File: src/rtl/dkong_pal_pkg.sv
// Shared types and constants for the palette PROM loader.
package dkong_pal_pkg;
   typedef enum logic [2:0] {IDLE, ARMED, SETUP, WRITE, DONE} pal_state_e;

   localparam int PAL_BYTES  = 512;
   localparam int FIFO_DEPTH = 4;
   localparam int WAIT_LEVEL = 3;
   localparam int ENTRY_W    = 17;

   typedef struct packed {
      logic [8:0] off;
      logic [7:0] data;
   } pal_entry_t;
endpackage

File: src/rtl/dkong_pal_loader_if.sv
// Download-stream handshake between the ROM download source and the palette loader.
interface dkong_pal_loader_if;
   logic        I_DL_ACTIVE;
   logic        I_DL_WR;
   logic [15:0] I_DL_ADDR;
   logic [7:0]  I_DL_DATA;
   logic        O_DL_WAIT;

   modport master (output I_DL_ACTIVE, I_DL_WR, I_DL_ADDR, I_DL_DATA, input O_DL_WAIT);
   modport slave  (input I_DL_ACTIVE, I_DL_WR, I_DL_ADDR, I_DL_DATA, output O_DL_WAIT);
endinterface

File: src/rtl/dkong_pal_fifo.sv
// 4-entry register FIFO holding {offset, data} palette bytes awaiting their RAM write.
module dkong_pal_fifo
   import dkong_pal_pkg::*;
#(
   parameter int DEPTH = FIFO_DEPTH
) (
   input  logic       CLK_6M,
   input  logic       W_1EF_RST,
   input  logic       push,
   input  pal_entry_t din,
   input  logic       pop,
   output pal_entry_t dout,
   output logic [2:0] count,
   output logic       full,
   output logic       empty
);
   pal_entry_t mem_q [4];
   pal_entry_t mem_d [4];
   logic [1:0] wr_ptr_q, wr_ptr_d, rd_ptr_q, rd_ptr_d;
   logic [2:0] count_q, count_d;
   logic       push_ok, pop_ok;

   assign full    = (count_q == 3'(DEPTH));
   assign empty   = (count_q == 3'd0);
   assign count   = count_q;
   assign dout    = mem_q[rd_ptr_q];
   // A simultaneous pop frees a slot, so a push into a full FIFO still lands.
   assign push_ok = push & (~full | pop);
   assign pop_ok  = pop & ~empty;

   always_comb begin
      mem_d    = mem_q;
      wr_ptr_d = wr_ptr_q;
      rd_ptr_d = rd_ptr_q;
      count_d  = count_q;
      if (push_ok) begin
         mem_d[wr_ptr_q] = din;
         wr_ptr_d        = wr_ptr_q + 2'd1;
      end
      if (pop_ok) rd_ptr_d = rd_ptr_q + 2'd1;
      case ({push_ok, pop_ok})
         2'b10:   count_d = count_q + 3'd1;
         2'b01:   count_d = count_q - 3'd1;
         default: count_d = count_q;
      endcase
   end

   always_ff @(posedge CLK_6M or negedge W_1EF_RST) begin
      if (!W_1EF_RST) begin
         wr_ptr_q <= '0;
         rd_ptr_q <= '0;
         count_q  <= '0;
      end else begin
         wr_ptr_q <= wr_ptr_d;
         rd_ptr_q <= rd_ptr_d;
         count_q  <= count_d;
      end
   end

   always_ff @(posedge CLK_6M) begin
      mem_q <= mem_d;
   end
endmodule

File: src/rtl/dkong_pal_loader.sv
// Palette PROM loader: buffers download bytes and writes them into palette banks 2E/2F.
// Optional running checksum on O_CHKSUM is built only when DKONG_PAL_CHKSUM_EN is defined.
module dkong_pal_loader #(
   parameter logic [15:0] BASE_ADDR  = 16'h0000,
   parameter int          FIFO_DEPTH = 4
) (
   input  logic              CLK_6M,
   input  logic              W_1EF_RST,
   dkong_pal_loader_if.slave dl,
   output logic              O_CNF_EN,
   output logic [7:0]        O_CNF_A,
   output logic [7:0]        O_CNF_D,
   output logic              O_WE2,
   output logic              O_WE3,
   output logic              O_DONE,
   output logic [9:0]        O_COUNT,
   output logic              O_OVF,
   output logic [15:0]       O_CHKSUM
);
   import dkong_pal_pkg::*;

   pal_state_e state_q, state_d;
   logic       act_prev_q, cnf_en_q, cnf_en_d, bank_q, bank_d;
   logic [7:0] cnf_a_q, cnf_a_d, cnf_d_q, cnf_d_d;
   logic       we2_q, we2_d, we3_q, we3_d, done_q, done_d;
   logic [9:0] count_q, count_d;
   logic       ovf_q, ovf_d, wait_q;

   logic [16:0] dl_off;
   logic        win_hit, push, pop, drop, act_rise;
   pal_entry_t  push_ent, pop_ent;
   logic [2:0]  fifo_count;
   logic        fifo_full, fifo_empty;

   // 17-bit difference: bit 16 flags addresses below the window, bits 15:9 those above it.
   assign dl_off   = {1'b0, dl.I_DL_ADDR} - {1'b0, BASE_ADDR};
   assign win_hit  = (dl_off[16:9] == 8'd0);
   assign push     = dl.I_DL_ACTIVE & dl.I_DL_WR & win_hit;
   assign push_ent = '{off: dl_off[8:0], data: dl.I_DL_DATA};
   assign pop      = (state_q == ARMED) & ~fifo_empty;
   assign drop     = push & fifo_full & ~pop;
   assign act_rise = dl.I_DL_ACTIVE & ~act_prev_q;

   dkong_pal_fifo #(.DEPTH(FIFO_DEPTH)) u_fifo (
      .CLK_6M    (CLK_6M),
      .W_1EF_RST (W_1EF_RST),
      .push      (push),
      .din       (push_ent),
      .pop       (pop),
      .dout      (pop_ent),
      .count     (fifo_count),
      .full      (fifo_full),
      .empty     (fifo_empty)
   );

   always_comb begin
      state_d  = state_q;
      cnf_en_d = cnf_en_q;
      cnf_a_d  = cnf_a_q;
      cnf_d_d  = cnf_d_q;
      bank_d   = bank_q;
      we2_d    = 1'b0;
      we3_d    = 1'b0;
      done_d   = 1'b0;
      count_d  = count_q;
      ovf_d    = ovf_q;
      case (state_q)
         IDLE: if (act_rise) begin
            count_d  = '0;
            ovf_d    = 1'b0;
            cnf_en_d = 1'b1;
            state_d  = ARMED;
         end
         ARMED: if (!fifo_empty) begin
            cnf_a_d = pop_ent.off[7:0];
            cnf_d_d = pop_ent.data;
            bank_d  = pop_ent.off[8];
            state_d = SETUP;
         end else if (!dl.I_DL_ACTIVE) begin
            cnf_en_d = 1'b0;
            cnf_a_d  = '0;
            cnf_d_d  = '0;
            done_d   = 1'b1;
            state_d  = DONE;
         end
         SETUP: begin
            we2_d   = ~bank_q;
            we3_d   = bank_q;
            state_d = WRITE;
         end
         WRITE: begin
            if (count_q != 10'(PAL_BYTES)) count_d = count_q + 10'd1;
            state_d = ARMED;
         end
         DONE:    state_d = IDLE;
         default: state_d = IDLE;
      endcase
      if (drop) ovf_d = 1'b1;
   end

   always_ff @(posedge CLK_6M or negedge W_1EF_RST) begin
      if (!W_1EF_RST) begin
         state_q    <= IDLE;
         act_prev_q <= 1'b0;
         cnf_en_q   <= 1'b0;
         cnf_a_q    <= '0;
         cnf_d_q    <= '0;
         bank_q     <= 1'b0;
         we2_q      <= 1'b0;
         we3_q      <= 1'b0;
         done_q     <= 1'b0;
         count_q    <= '0;
         ovf_q      <= 1'b0;
         wait_q     <= 1'b0;
      end else begin
         state_q    <= state_d;
         act_prev_q <= dl.I_DL_ACTIVE;
         cnf_en_q   <= cnf_en_d;
         cnf_a_q    <= cnf_a_d;
         cnf_d_q    <= cnf_d_d;
         bank_q     <= bank_d;
         we2_q      <= we2_d;
         we3_q      <= we3_d;
         done_q     <= done_d;
         count_q    <= count_d;
         ovf_q      <= ovf_d;
         wait_q     <= (fifo_count >= 3'(WAIT_LEVEL));
      end
   end

`ifdef DKONG_PAL_CHKSUM_EN
   logic [15:0] chksum_q, chksum_d;

   always_comb begin
      chksum_d = chksum_q;
      if (state_q == IDLE && act_rise) chksum_d = '0;
      else if (state_q == WRITE)       chksum_d = chksum_q + {8'h00, cnf_d_q};
   end

   always_ff @(posedge CLK_6M or negedge W_1EF_RST) begin
      if (!W_1EF_RST) chksum_q <= '0;
      else            chksum_q <= chksum_d;
   end

   assign O_CHKSUM = chksum_q;
`else
   assign O_CHKSUM = 16'h0000;
`endif

   assign dl.O_DL_WAIT = wait_q;
   assign O_CNF_EN     = cnf_en_q;
   assign O_CNF_A      = cnf_a_q;
   assign O_CNF_D      = cnf_d_q;
   assign O_WE2        = we2_q;
   assign O_WE3        = we3_q;
   assign O_DONE       = done_q;
   assign O_COUNT      = count_q;
   assign O_OVF        = ovf_q;
endmodule

File: src/flat_wrapper.sv
// flat-port wrapper written by rule: the top's interface ports become plain ports
module dkong_pal_loader_flat import dkong_pal_pkg::*;
#(
   parameter logic [15:0] BASE_ADDR  = 16'h0000,
   parameter int          FIFO_DEPTH = 4
)
  (CLK_6M, W_1EF_RST, O_CNF_EN, O_CNF_A, O_CNF_D, O_WE2, O_WE3, O_DONE, O_COUNT, O_OVF, O_CHKSUM, dl_I_DL_ACTIVE, dl_I_DL_WR, dl_I_DL_ADDR, dl_I_DL_DATA, dl_O_DL_WAIT);
  dkong_pal_loader_if dl_i ();
  input  logic CLK_6M;
  input  logic W_1EF_RST;
  output logic O_CNF_EN;
  output logic [7:0] O_CNF_A;
  output logic [7:0] O_CNF_D;
  output logic O_WE2;
  output logic O_WE3;
  output logic O_DONE;
  output logic [9:0] O_COUNT;
  output logic O_OVF;
  output logic [15:0] O_CHKSUM;
  input wire logic [$bits(dl_i.I_DL_ACTIVE)-1:0] dl_I_DL_ACTIVE;
  input wire logic [$bits(dl_i.I_DL_WR)-1:0] dl_I_DL_WR;
  input wire logic [$bits(dl_i.I_DL_ADDR)-1:0] dl_I_DL_ADDR;
  input wire logic [$bits(dl_i.I_DL_DATA)-1:0] dl_I_DL_DATA;
  output wire logic [$bits(dl_i.O_DL_WAIT)-1:0] dl_O_DL_WAIT;
  assign dl_i.I_DL_ACTIVE = dl_I_DL_ACTIVE;
  assign dl_i.I_DL_WR = dl_I_DL_WR;
  assign dl_i.I_DL_ADDR = dl_I_DL_ADDR;
  assign dl_i.I_DL_DATA = dl_I_DL_DATA;
  assign dl_O_DL_WAIT = dl_i.O_DL_WAIT;
  dkong_pal_loader #(.BASE_ADDR(BASE_ADDR), .FIFO_DEPTH(FIFO_DEPTH)) u_core (.CLK_6M(CLK_6M), .W_1EF_RST(W_1EF_RST), .dl(dl_i), .O_CNF_EN(O_CNF_EN), .O_CNF_A(O_CNF_A), .O_CNF_D(O_CNF_D), .O_WE2(O_WE2), .O_WE3(O_WE3), .O_DONE(O_DONE), .O_COUNT(O_COUNT), .O_OVF(O_OVF), .O_CHKSUM(O_CHKSUM));
endmodule
File: config.mk
export PLATFORM = sky130hd
export DESIGN_NAME = dkong_pal_loader_flat
export DESIGN_NICKNAME = d
export VERILOG_FILES = /design/src/rtl/dkong_pal_pkg.sv /design/src/rtl/dkong_pal_loader_if.sv /design/src/rtl/dkong_pal_fifo.sv /design/src/rtl/dkong_pal_loader.sv /design/src/flat_wrapper.sv
export SDC_FILE = /design/constraint.sdc
export NUM_CORES = 1
export LEC_CHECK = 0
export CORE_MARGIN = 3
export CORE_UTILIZATION = 48
export CTS_CLUSTER_DIAMETER = 30
export CTS_CLUSTER_SIZE = 30
export DETAILED_ROUTE_END_ITERATION = 6
export PLACE_DENSITY = 0.75
export REMOVE_ABC_BUFFERS = 1
export SLEW_MARGIN = 20
export SYNTH_ARGS = -nofsm -noshare
export SYNTH_HDL_FRONTEND = slang
export SYNTH_SLANG_ARGS = --single-unit
export TNS_END_PERCENT = 1
File: constraint.sdc
create_clock -name CLK_6M -period 2.4 [get_ports CLK_6M]
set_input_delay 0.72 -clock CLK_6M [delete_from_list [all_inputs] [get_ports CLK_6M]]
set_output_delay 0.72 -clock CLK_6M [all_outputs]
set_load 0.005 [all_outputs]
### Yosys cells after proc, flatten, opt, wreduce, memory -nomap -nowiden

Index checks and enable logic that the tools add are counted.

| storage, ports and cells | value |
|---|---|
| word-level logic and storage cells | 105 |
| register bits | 112 |

| cells by class | value |
|---|---|
| magnitude comparators | 4 |
| muxes and demuxes | 29 |
| reductions and logical operators | 15 |
| $add $sub $neg | 5 |
| eq/ne operators | 13 |
| bitwise logic cells | 16 |

Operators by type and width:

| kind | count |
|---|---|
| 68-bit bitwise mux | 1 |
| 17-bit two-way mux | 3 |
| 17-bit binary-select mux with 2-bit select | 1 |
| 17-bit demux with 2-bit select | 1 |
| 8-bit two-way mux | 3 |
| 10-bit two-way mux | 2 |
| 10-bit case mux with 2 select lines | 1 |
| 3-bit case mux with 4 select lines | 1 |
| 1-bit two-way mux | 11 |
| 10-bit by 1-bit adder with 10-bit output, second input constant | 1 |
| 10-bit inequality test, second input constant | 1 |
| 2-bit nonzero test | 5 |
| 3-bit two-way mux | 3 |
| 1-bit bitwise AND | 8 |
| 8-bit logical NOT | 1 |
| 2-bit AND reduction | 4 |
| 3-bit by 2-bit == test with 1-bit output, second input constant | 2 |
| 3-bit greater-or-equal comparator, second input constant | 2 |
| 3-bit logical NOT | 2 |
| 2-bit by 1-bit inequality test with 1-bit output, second input constant | 3 |
| 2-bit NOT with 3-bit output | 2 |
| 3-bit case mux with 2 select lines | 1 |
| 1-bit NOT | 5 |
| 2-bit by 1-bit adder with 2-bit output, second input constant | 2 |
| 15 further kinds | 16 |

### Longest topological paths before layout

Gate-level depths: netlist (run 1).

| logic depth | value |
|---|---|
| depth after elaboration | 7 |
| depth in mapped cells | 11 |
| depth with buffers taken out | 10 |

### Cells and area by module

Synthesis (run 1) repeated with hierarchy kept, for this count alone.

| second synthesis, totals | value |
|---|---|
| cells, all modules | 275 |
| area total of the unflattened synthesis | 4634.4 µm² |

Modules (own cells, without submodules):

| module | area an instance (µm²) | sequential area each (µm²) | cells an instance | instances |
|---|---|---|---|---|
| dkong_pal_fifo | 2887.8 | 2217.1 | 127 | 1 |
| dkong_pal_loader | 1746.7 | 925.9 | 148 | 1 |

### Worst setup path before layout (run 1)

No wires, ideal clock.

| path | value |
|---|---|
| path kind | in2reg |
| from | in dl_I_DL_ADDR[9] |
| to | reg u_core.u_fifo.count_q[2], in the netlist u_core.u_fifo.count[2] |
| required time | 2.275 ns |
| arrival | 2.760 ns |
| stages | 10 |
| buffers on the path | 0 |
| path slack | -0.485 ns |
| cell sequence | or4_1 > or4_1 > and2b_2 > inv_1 > ha_1 > inv_1 > fa_1 > xor2_1 > nor2_1 > xor2_1 |

| on the way | value |
|---|---|
| word-level cells in the longest chain between the ends | 5 |
| elaborated cells on any way between the ends | 7 |
| classes of those cells | eq/ne: 2; mux: 1; bitwise: 2; reduce/logical: 2 |

RTL lines:

| what | line | RTL |
|---|---|---|
| start: declaration | flat_wrapper.sv:22 | `input wire logic [$bits(dl_i.I_DL_ADDR)-1:0] dl_I_DL_ADDR;` |
| 8-bit logical NOT * | dkong_pal_loader.sv:37 | `assign win_hit = (dl_off[16:9] == 8'd0);` |
| 1-bit bitwise AND * | dkong_pal_loader.sv:38 | `assign push = dl.I_DL_ACTIVE & dl.I_DL_WR & win_hit;` |
| 1-bit bitwise AND * | dkong_pal_fifo.sv:28 | `assign push_ok = push & (~full \| pop);` |
| 2-bit by 1-bit == test with 1-bit output or 2-bit == test (tied branches) | dkong_pal_fifo.sv:41 | `case ({push_ok, pop_ok})` |
| 3-bit case mux with 2 select lines or 2-bit nonzero test (tied branches) | n/a |  |
| end signal: assignment | dkong_pal_fifo.sv:56 | `count_q <= count_d;` |
| end: declaration | dkong_pal_fifo.sv:20 | `logic [2:0] count_q, count_d;` |

Mark *: on every way between the ends. The rest lies on a longest branch, timed or not.
A chain may end at the register's enable or synchronous reset.

### Worst setup path after layout (run 1)

| path | value |
|---|---|
| from | in dl_I_DL_ADDR[9] |
| to | reg u_core.u_fifo.count_q[1], in the netlist u_core.u_fifo.count[1] |

Same word-level chain as after synthesis.

==> impl_results.html, run 1 <==
<table>
<tr><th>Metric</th><th>Value</th></tr>
<tr><th colspan="2">Synthesis</th></tr>
<tr><td>Distinct cell type count after synthesis</td><td>48</td></tr>
<tr><td>Syn Area/Cell</td><td>16.71 um2</td></tr>
<tr><td>Async S/R FF share, synth</td><td>0.3929</td></tr>
<tr><td>Cell type contributing the most total cell area after synthesis</td><td>edfxtp_1</td></tr>
<tr><td>Number of enable flip-flop cells after synthesis</td><td>68</td></tr>
<tr><td>Synthesized netlist cell count</td><td>279</td></tr>
<tr><td>#FFs+latches synth</td><td>112</td></tr>
<tr><td>Proportion of netlist area held by the largest area contributor</td><td>0.4380</td></tr>
<tr><td>Top FF cell, synth</td><td>edfxtp_1</td></tr>
<tr><td>YS warnings</td><td>0</td></tr>
<tr><td>Mapped cell area</td><td>4662 um2</td></tr>
<tr><td>Seq/Total Area, Yosys</td><td>0.6742</td></tr>
<tr><td>Top post-synthesis cells by area</td><td>edfxtp_1 (44%), dfrtp_1 (24%), mux4_2 (8.2%), a22o_1 (3.0%), buf_4 (2.6%)</td></tr>
<tr><th colspan="2">Worst setup path</th></tr>
<tr><td>Worst setup SP type</td><td>input pin</td></tr>
<tr><td>Crit-path cells</td><td>clkbuf_2 &gt; or4_1 &gt; or4_4 &gt; and2b_2 &gt; inv_2 &gt; ha_4 &gt; inv_2 &gt; fa_2 &gt; mux2i_1</td></tr>
<tr><td>Required time reported for the critical path endpoint</td><td>about 2.7 ns</td></tr>
<tr><td>Peak per-stage delay on the critical path</td><td>0.53 ns</td></tr>
<tr><td>Crit Path Max Fanout</td><td>2</td></tr>
<tr><td>Top cell by count, worst path</td><td>inv_2</td></tr>
<tr><td>Type of the worst setup path</td><td>in2reg</td></tr>
<tr><td>Worst endpoint data arrival time</td><td>between 2 and 3 ns</td></tr>
<tr><td>Nature of the critical path endpoint</td><td>flop</td></tr>
<tr><td>Worst path slowest cell</td><td>or4_4</td></tr>
<tr><th colspan="2">Pwr</th></tr>
<tr><td>Proportion of power drawn by combinational gates</td><td>0.338</td></tr>
<tr><td>Power share of the sequential group</td><td>0.457</td></tr>
<tr><td>Worst voltage drop across the vdd grid</td><td>around 0.53 mV</td></tr>
<tr><td>Cell Int Power</td><td>3913 uW</td></tr>
<tr><td>Final total power</td><td>5591 uW</td></tr>
<tr><td>Leakage</td><td>0.002170 uW</td></tr>
<tr><td>Switching part of the total power</td><td>0.3002</td></tr>
<tr><td>Net switching power of the design</td><td>1678 uW</td></tr>
<tr><td>Power density normalized to cell area</td><td>971.0 nW/um2</td></tr>
<tr><td>Fraction of power consumed by the clock network</td><td>0.205</td></tr>
<tr><th colspan="2">CTS</th></tr>
<tr><td>Number of H-tree branching levels</td><td>3</td></tr>
<tr><td>Num CTS Buffers</td><td>9</td></tr>
<tr><td>Hold bufs inserted after CTS</td><td>0</td></tr>
<tr><td>Maximum count of clock buffers along a single path</td><td>2</td></tr>
<tr><td>Number of clock sinks</td><td>112</td></tr>
<tr><td>Clk root buf</td><td>clkbuf_8</td></tr>
<tr><td>CTS tree</td><td>done</td></tr>
<tr><td>Clock edge transition at the registers on the reported setup and hold paths</td><td>0.12 ns</td></tr>
<tr><td>Insertion delay of the later-clocked pin in the worst-skew pair</td><td>0.37 ns</td></tr>
<tr><th colspan="2">Drt</th></tr>
<tr><td>Residual antenna-violating net count after detailed routing</td><td>0</td></tr>
<tr><td>DRC</td><td>0</td></tr>
<tr><td>Final Routed Wirelength</td><td>~8300 um</td></tr>
<tr><td>Total via count in the routed design</td><td>2606</td></tr>
<tr><td>Average wire per standard cell</td><td>16.92 um</td></tr>
<tr><td>Number of search-and-repair iterations in the first detailed-routing pass</td><td>4</td></tr>
<tr><td>Detailed Route Iter0 Violations</td><td>96</td></tr>
<tr><td>Number of vias per cell after detailed routing</td><td>5.286</td></tr>
<tr><th colspan="2">Global routing</th></tr>
<tr><td>Number of global-route vias before repair</td><td>between 2k and 3k</td></tr>
<tr><td>GRT Resource Usage Total</td><td>0.1590</td></tr>
<tr><td>Antenna violations before repair</td><td>0</td></tr>
<tr><td>Maximum number of pins on one net before global-route repair</td><td>25</td></tr>
<tr><td>Total overflow reported by the global router</td><td>0</td></tr>
<tr><td>Global-route wire length before repair</td><td>13730 um</td></tr>
<tr><th colspan="2">Place</th></tr>
<tr><td>Setup slack after placement</td><td>-0.9171 ns</td></tr>
<tr><td>Half-perimeter wire length after placement</td><td>5743 um</td></tr>
<tr><td>Number of placed instances with taps included</td><td>476</td></tr>
<tr><td>Routability congestion estimate</td><td>0.8074</td></tr>
<tr><td>Count of buffers from port buffering</td><td>59</td></tr>
<tr><th colspan="2">Die</th></tr>
<tr><td>Starting density of the core</td><td>0.4998</td></tr>
<tr><td>Floorplan die height</td><td>104.6 um</td></tr>
<tr><td>Number of top-level design ports</td><td>between 70 and 80</td></tr>
<tr><td>Die Outline Area</td><td>roughly 11000 um2</td></tr>
<tr><td>CORE AREA</td><td>a little over 9000 um2</td></tr>
<tr><td>Horizontal die dimension</td><td>roughly 100 um</td></tr>
<tr><td>Row cnt</td><td>35</td></tr>
<tr><th colspan="2">Timing</th></tr>
<tr><td>RSZ-0062 raised after global routing</td><td>true</td></tr>
<tr><td>Max-Slew Margin vs Limit</td><td>0.5764</td></tr>
<tr><td>Final setup margin</td><td>-0.1947 ns</td></tr>
<tr><td>Crit share post-route</td><td>1.081</td></tr>
<tr><td>Post-Route Skew</td><td>just over 0.02 ns</td></tr>
<tr><td>Final Hold Fails</td><td>0</td></tr>
<tr><td>Maximum clock rate</td><td>between 0.3 and 0.4 GHz</td></tr>
<tr><td>Fin. max-slew vios</td><td>0</td></tr>
<tr><td>Worst hold slack across all endpoints</td><td>0.2968 ns</td></tr>
<tr><td>Endpoints failing setup</td><td>70</td></tr>
<tr><td>Transition time at the pin with the least slew margin</td><td>0.6353 ns</td></tr>
<tr><td>Tmin final</td><td>2.595 ns</td></tr>
<tr><th colspan="2">Cells and area</th></tr>
<tr><td>Highest-count cells in the layout ignoring fill and taps</td><td>edfxtp_1 (68), clkdlybuf4s50_1 (54), dfrtp_1 (44)</td></tr>
<tr><td>FILL cells</td><td>698</td></tr>
<tr><td>Most frequent standard cell in the layout excluding fill and tap cells</td><td>edfxtp_1</td></tr>
<tr><td>Number of nets at the end of the flow</td><td>395</td></tr>
<tr><td>Share of post-route cells with drive strength above 1</td><td>0.2143</td></tr>
<tr><td>Fin util</td><td>0.6173</td></tr>
<tr><td>Layout Cells excl Fill</td><td>493</td></tr>
<tr><td>Area delta synth-&gt;final</td><td>23.51%</td></tr>
<tr><td>Antenna diode count</td><td>0</td></tr>
<tr><th colspan="2">Worst hold path</th></tr>
<tr><td>Class of the worst hold path</td><td>in2async</td></tr>
<tr><th colspan="2">Status</th></tr>
<tr><td>Violated checks</td><td>negative setup slack</td></tr>
<tr><td>Status</td><td>complete, but fails checks</td></tr>
<tr><th colspan="2">Job</th></tr>
<tr><td>Count of max-cap constraint violations</td><td>0</td></tr>
</table>
## synth_stat cells, types with 2 or more instances
cell,count
nand3_1,2
o31ai_1,5
and4_1,2
nor3_1,4
edfxtp_1,68
mux2i_1,4
and2_1,4
or3_1,4
ha_1,7
nor2_1,3
o21ai_0,2
inv_1,11
or4_4,2
mux4_2,17
clkbuf_1,6
a22o_1,16
a21o_1,4
xnor2_1,3
buf_2,3
buf_4,16
nor3b_1,2
a21oi_1,2
nand2_1,10
or4_1,7
xor2_1,3
dfrtp_1,44
a21boi_1,6
nand2b_1,2
## worst max-delay path, delay by kind of cell
family / cells / cell delay, ns
buffers and inverters: 3 / 0.18
and+or+nand+nor: 3 / 1.29
muxes: 1 / 0.14
adders and majority gates: 2 / 0.58
## sequential cells by signal, indices dropped and copies added, names as in the netlist
register,count
u_core.u_fifo.mem_q,68
u_core.O_COUNT,10
u_core.O_CNF_A,8
u_core.O_CNF_D,8
u_core.state_q,3
u_core.u_fifo.count,3
u_core.u_fifo.rd_ptr_q,2
u_core.u_fifo.wr_ptr_q,2
u_core.O_CNF_EN,1
u_core.O_DONE,1
u_core.O_OVF,1
u_core.O_WE2,1
u_core.O_WE3,1
u_core.act_prev_q,1
u_core.bank_q,1
u_core.dl.O_DL_WAIT,1
## final timing paths
check | start | end | slack (ns) | depth (start not counted)
worst max-delay path | dl_I_DL_ADDR[9] | u_core.u_fifo.count[1] | -0.19 | 9
worst min-delay path | W_1EF_RST | u_core.O_DONE | 0.30 | 1
worst max register to register | u_core.state_q[2] | u_core.u_fifo.count[2] | 0.15 | 10
worst min register to register | u_core.bank_q | u_core.O_WE2 | 0.46 | 1
max in group asynchronous | W_1EF_RST | u_core.O_COUNT[9] | 1.57 | 2
min in group CLK_6M | u_core.bank_q | u_core.O_WE2 | 0.46 | 1
## repair_timing
item,in CTS,in global routing
gates cloned,0,0
gates resized for setup,21,3
setup endpoints to repair,72,70
buffers inserted,0,1
pin swaps,5,9
## cells by family (layout without fill, tap and decap cells)
logic type	after synthesis	in the layout	synth area share
other	1	16	0.0008044
XOR/XNOR	6	6	0.01127
buffers and inverters	37	107	0.04509
multiplexers	23	23	0.09555
AO/OA/AOI/OAI	40	40	0.07139
flip-flops	112	112	0.6742
adder cells (fa/ha/maj)	8	8	0.02308
AND/OR/NAND/NOR	52	52	0.07864
## layer usage
layer / up-vias / global-route usage / share of wire
li1: 1205 / - / -
met1: 1321 / 0.1990 / 0.41
met2: 74 / 0.2832 / 0.54
met3: 6 / 0.04015 / 0.044
met4: 0 / 0.02849 / 0.0050
met5: - / 0 / 0
## area by class of cell
| type | instances | area [um2] | area share |
|---|---|---|---|
| clock buffer | 9 | 123.9 | 0.02151 |
| multi-input combinational | 145 | 1394 | 0.2421 |
| clock inverter | 7 | 86.33 | 0.01499 |
| inverter | 11 | 41.29 | 0.007171 |
| sequential | 112 | 3143 | 0.5458 |
| tap | 129 | 161.4 | 0.02803 |
| timing repair buffer | 80 | 808.3 | 0.1404 |
## power groups by stage
stage | logic, uW | clock network, uW | registers [uW]
2_1_floorplan | 965 | 0 | 2660
3_3_place_gp | 1820 | 0 | 2590
3_5_place_dp | 1880 | 0 | 2600
4_1_cts | 1920 | 1170 | 2560
5_1_grt | 2070 | 1260 | 2610
6_report | 1890 | 1140 | 2560
## through the flow
stage | instance area (um2) | TNS, ns
2_1_floorplan | 4549 | -29.77
3_3_place_gp | 5522 | -54.00
3_5_place_dp | 5522 | -55.89
4_1_cts | 5748 | -4.894
5_1_grt | 5758 | -9.662
6_report | 5758 | -8.787
(Power assumes the default switching activity.)
==> inputs of run 2 (changes only) <==
--- a/config.mk
+++ b/config.mk
@@ -7,9 +7,9 @@
 export LEC_CHECK = 0
 export CORE_MARGIN = 3
-export CORE_UTILIZATION = 48
+export CORE_UTILIZATION = 34
 export CTS_CLUSTER_DIAMETER = 30
 export CTS_CLUSTER_SIZE = 30
 export DETAILED_ROUTE_END_ITERATION = 6
-export PLACE_DENSITY = 0.75
+export PLACE_DENSITY = 0.56
 export REMOVE_ABC_BUFFERS = 1
 export SLEW_MARGIN = 20
==> constraint.sdc (replaced) <==
create_clock -name CLK_6M -period 2.4 [get_ports CLK_6M]
set_input_delay 0.48 -clock CLK_6M [delete_from_list [all_inputs] [get_ports CLK_6M]]
set_output_delay 0.48 -clock CLK_6M [all_outputs]
set_load 0.005 [all_outputs]
==> impl_results.html, run 2 (synthesis gave the netlist of run 1 again) <==
<table>
<tr><th>Metric</th><th>Value</th></tr>
<tr><th colspan="2">Cells and area</th></tr>
<tr><td>Number of nets at the end of the flow</td><td>394 (was 395)</td></tr>
<tr><td>Flip-flop count of the largest register after layout</td><td>68 (unchanged)</td></tr>
<tr><td>Area delta synth-&gt;final</td><td>26.22% (was 23.51%)</td></tr>
<tr><td>Highest-count cells in the layout ignoring fill and taps</td><td>edfxtp_1 (68), clkdlybuf4s50_1 (54), dfrtp_1 (44) (unchanged)</td></tr>
<tr><td>Register with the most flip-flops</td><td>u_core.u_fifo.mem_q (unchanged)</td></tr>
<tr><td>Most frequent standard cell in the layout excluding fill and tap cells</td><td>edfxtp_1 (unchanged)</td></tr>
<tr><td>Antenna diode count</td><td>0 (unchanged)</td></tr>
<tr><td>Share of post-route cells with drive strength above 1</td><td>0.1983 (was 0.2143)</td></tr>
<tr><td>Layout Cells excl Fill</td><td>539 (was 493)</td></tr>
<tr><th colspan="2">CTS</th></tr>
<tr><td>Num CTS Buffers</td><td>9 (unchanged)</td></tr>
<tr><td>CTS tree</td><td>done (unchanged)</td></tr>
<tr><td>Number of clock sinks</td><td>112 (unchanged)</td></tr>
<tr><td>Hold bufs inserted after CTS</td><td>0 (unchanged)</td></tr>
<tr><td>Insertion delay of the later-clocked pin in the worst-skew pair</td><td>0.34 ns (was 0.37 ns)</td></tr>
<tr><td>Maximum count of clock buffers along a single path</td><td>2 (unchanged)</td></tr>
<tr><td>Number of H-tree branching levels</td><td>3 (unchanged)</td></tr>
<tr><td>Clock edge transition at the registers on the reported setup and hold paths</td><td>0.07 ns (was 0.12 ns)</td></tr>
<tr><td>Clk root buf</td><td>clkbuf_16 (was clkbuf_8)</td></tr>
<tr><th colspan="2">Die</th></tr>
<tr><td>Number of top-level design ports</td><td>76 (unchanged)</td></tr>
<tr><td>Horizontal die dimension</td><td>123.1 um (was 104.6 um)</td></tr>
<tr><td>Row cnt</td><td>42 (was 35)</td></tr>
<tr><td>Die Outline Area</td><td>15150 um2 (was 10930 um2)</td></tr>
<tr><td>Floorplan die height</td><td>123.1 um (was 104.6 um)</td></tr>
<tr><td>Starting density of the core</td><td>0.3493 (was 0.4998)</td></tr>
<tr><td>CORE AREA</td><td>13350 um2 (was 9328 um2)</td></tr>
<tr><th colspan="2">Timing</th></tr>
<tr><td>Fin. max-slew vios</td><td>0 (unchanged)</td></tr>
<tr><td>Post-Route Skew</td><td>0.004562 ns (was 0.02060 ns)</td></tr>
<tr><td>Endpoints failing setup</td><td>0 (was 70)</td></tr>
<tr><td>Tmin final</td><td>2.359 ns (was 2.595 ns)</td></tr>
<tr><td>Accumulated negative setup slack</td><td>0 ns (was -8.787 ns)</td></tr>
<tr><td>Maximum clock rate</td><td>0.4239 GHz (was 0.3854 GHz)</td></tr>
<tr><td>Final setup margin</td><td>0.04089 ns (was -0.1947 ns)</td></tr>
<tr><td>Max-Slew Margin vs Limit</td><td>0.5624 (was 0.5764)</td></tr>
<tr><td>Transition time at the pin with the least slew margin</td><td>0.6564 ns (was 0.6353 ns)</td></tr>
<tr><td>Final Hold Fails</td><td>0 (unchanged)</td></tr>
<tr><td>RSZ-0062 raised after global routing</td><td>true (unchanged)</td></tr>
<tr><td>Crit share post-route</td><td>0.9830 (was 1.081)</td></tr>
<tr><th colspan="2">Global routing</th></tr>
<tr><td>Maximum number of pins on one net before global-route repair</td><td>27 (was 25)</td></tr>
<tr><td>Global-route wire length before repair</td><td>14530 um (was 13730 um)</td></tr>
<tr><td>Number of global-route vias before repair</td><td>2769 (was 2755)</td></tr>
<tr><td>GRT Resource Usage Total</td><td>0.1265 (was 0.1590)</td></tr>
<tr><td>Antenna violations before repair</td><td>0 (unchanged)</td></tr>
<tr><td>Total overflow reported by the global router</td><td>0 (unchanged)</td></tr>
<tr><th colspan="2">Worst setup path</th></tr>
<tr><td>Worst endpoint data arrival time</td><td>2.58 ns (was 2.89 ns)</td></tr>
<tr><td>Worst R2R Start</td><td>u_core.state_q[2] (unchanged)</td></tr>
<tr><td>Worst setup SP type</td><td>input pin (unchanged)</td></tr>
<tr><td>Last element of the critical path</td><td>u_core.u_fifo.count[2] (was u_core.u_fifo.count[1])</td></tr>
<tr><td>Reg-to-reg slack, setup</td><td>0.22 ns (was 0.15 ns)</td></tr>
<tr><td>R2r endpoint</td><td>u_core.u_fifo.count[2] (unchanged)</td></tr>
<tr><td>Start point of the critical path</td><td>dl_I_DL_ADDR[14] (was dl_I_DL_ADDR[9])</td></tr>
<tr><td>Required time reported for the critical path endpoint</td><td>2.62 ns (was 2.70 ns)</td></tr>
<tr><td>Worst R2R Path Depth</td><td>8 (was 10)</td></tr>
<tr><td>Crit Path Max Fanout</td><td>2 (unchanged)</td></tr>
<tr><td>Type of the worst setup path</td><td>in2reg (unchanged)</td></tr>
<tr><td>Nature of the critical path endpoint</td><td>flop (unchanged)</td></tr>
<tr><th colspan="2">Worst hold path</th></tr>
<tr><td>Class of the worst hold path</td><td>in2async (unchanged)</td></tr>
<tr><th colspan="2">Pwr</th></tr>
<tr><td>Fraction of power consumed by the clock network</td><td>0.243 (was 0.205)</td></tr>
<tr><td>Final total power</td><td>5891 uW (was 5591 uW)</td></tr>
<tr><td>Proportion of power drawn by combinational gates</td><td>0.323 (was 0.338)</td></tr>
<tr><td>Power share of the sequential group</td><td>0.434 (was 0.457)</td></tr>
<tr><td>Power density normalized to cell area</td><td>1001 nW/um2 (was 971.0 nW/um2)</td></tr>
<tr><td>Switching part of the total power</td><td>0.2826 (was 0.3002)</td></tr>
<tr><td>Cell Int Power</td><td>4226 uW (was 3913 uW)</td></tr>
<tr><td>Worst voltage drop across the vdd grid</td><td>0.6058 mV (was 0.5312 mV)</td></tr>
<tr><td>Leakage</td><td>0.002186 uW (was 0.002170 uW)</td></tr>
<tr><td>Net switching power of the design</td><td>1665 uW (was 1678 uW)</td></tr>
<tr><th colspan="2">Drt</th></tr>
<tr><td>Residual antenna-violating net count after detailed routing</td><td>0 (unchanged)</td></tr>
<tr><td>Total via count in the routed design</td><td>2587 (was 2606)</td></tr>
<tr><td>Detailed Route Iter0 Violations</td><td>222 (was 96)</td></tr>
<tr><td>Average wire per standard cell</td><td>16.36 um (was 16.92 um)</td></tr>
<tr><td>Number of search-and-repair iterations in the first detailed-routing pass</td><td>4 (unchanged)</td></tr>
<tr><td>Final Routed Wirelength</td><td>8820 um (was 8341 um)</td></tr>
<tr><td>Number of vias per cell after detailed routing</td><td>4.800 (was 5.286)</td></tr>
<tr><td>DRC</td><td>0 (unchanged)</td></tr>
<tr><th colspan="2">Place</th></tr>
<tr><td>Routability congestion estimate</td><td>0.7826 (was 0.8074)</td></tr>
<tr><td>Half-perimeter wire length after placement</td><td>6066 um (was 5743 um)</td></tr>
<tr><td>Number of placed instances with taps included</td><td>522 (was 476)</td></tr>
<tr><td>Count of buffers from port buffering</td><td>59 (unchanged)</td></tr>
<tr><td>Setup slack after placement</td><td>-0.6787 ns (was -0.9171 ns)</td></tr>
<tr><th colspan="2">Job</th></tr>
<tr><td>Count of max-cap constraint violations</td><td>0 (unchanged)</td></tr>
<tr><th colspan="2">Status</th></tr>
<tr><td>Status</td><td>completed (was complete, but fails checks)</td></tr>
</table>
-- run 2: changes by cell type in the layout (fill, tap and decap cells not counted), sizes merged --
cell,change
buf,-1
clkdlybuf4s15,+1
clkinvlp,+2
inv,-3
clkbuf,+3
clkinv,-3
-- run 2: worst max-delay path, cell delays in order --
cell and delay [ns]:
buf_6 0.09, or4_4 0.51, or4_4 0.49, and2b_2 0.25
inv_2 0.05, ha_4 0.15, inv_2 0.05, fa_2 0.18
xor2_1 0.15, nor2_1 0.06, xor2_1 0.13
-- run 2: repair_timing --
action                     4_1_cts  5_1_grt
buffers inserted                 1        0
setup endpoints to repair       71       70
resized for setup               18        3
pin swaps                        5        4
-- run 2: how the worst min path moves through the flow --
stage / start / endpoint / slack, ns / cells past startpoint
global route: W_1EF_RST / u_core.O_OVF / 0.12 / 1
finish: W_1EF_RST / u_core.dl.O_DL_WAIT / 0.10 / 1
detailed placement: u_core.bank_q / u_core.O_WE2 / 0.47 / 1
floorplan: W_1EF_RST / u_core.O_CNF_A[0] / 0.18 / 0
global placement: u_core.bank_q / u_core.O_WE2 / 0.46 / 1
CTS: W_1EF_RST / u_core.dl.O_DL_WAIT / 0.11 / 1
-- run 2: power groups by stage --
stage	registers, uW	logic [uW]	clock network, uW
floorplan	2660	965	0
CTS	2560	1950	1480
global route	2610	2100	1560
global placement	2590	1880	0
detailed placement	2600	1910	0
finish	2560	1900	1430
-- run 2: cell type report --
cell class,instances,area (um2)
Clock buffer,13,240.2
Clock inverter,3,45.04
Tap cell,176,220.2
Timing Repair Buffer,79,802.0
Multi-Input combinational cell,145,1393
Sequential cell,112,3143
Fill cell,1219,7463
Inverter,11,41.29
-- run 2: metal layers --
metal  share of wire  track usage
met5               0            0
met4          0.0096      0.02907
met3           0.047      0.03431
met2            0.50       0.2159
met1            0.44       0.1619
-- run 2: per-stage QoR --
stage | instance area, um2 | util | hold slack [ns]
after floorplan | 4549 | - | 0.1844
after global placement | 5573 | 0.4175 | 0.4646
after detailed placement | 5573 | 0.4175 | 0.4666
after CTS | 5876 | 0.4402 | 0.1116
after global routing | 5884 | 0.4409 | 0.1218
final | 5884 | 0.4409 | 0.1045
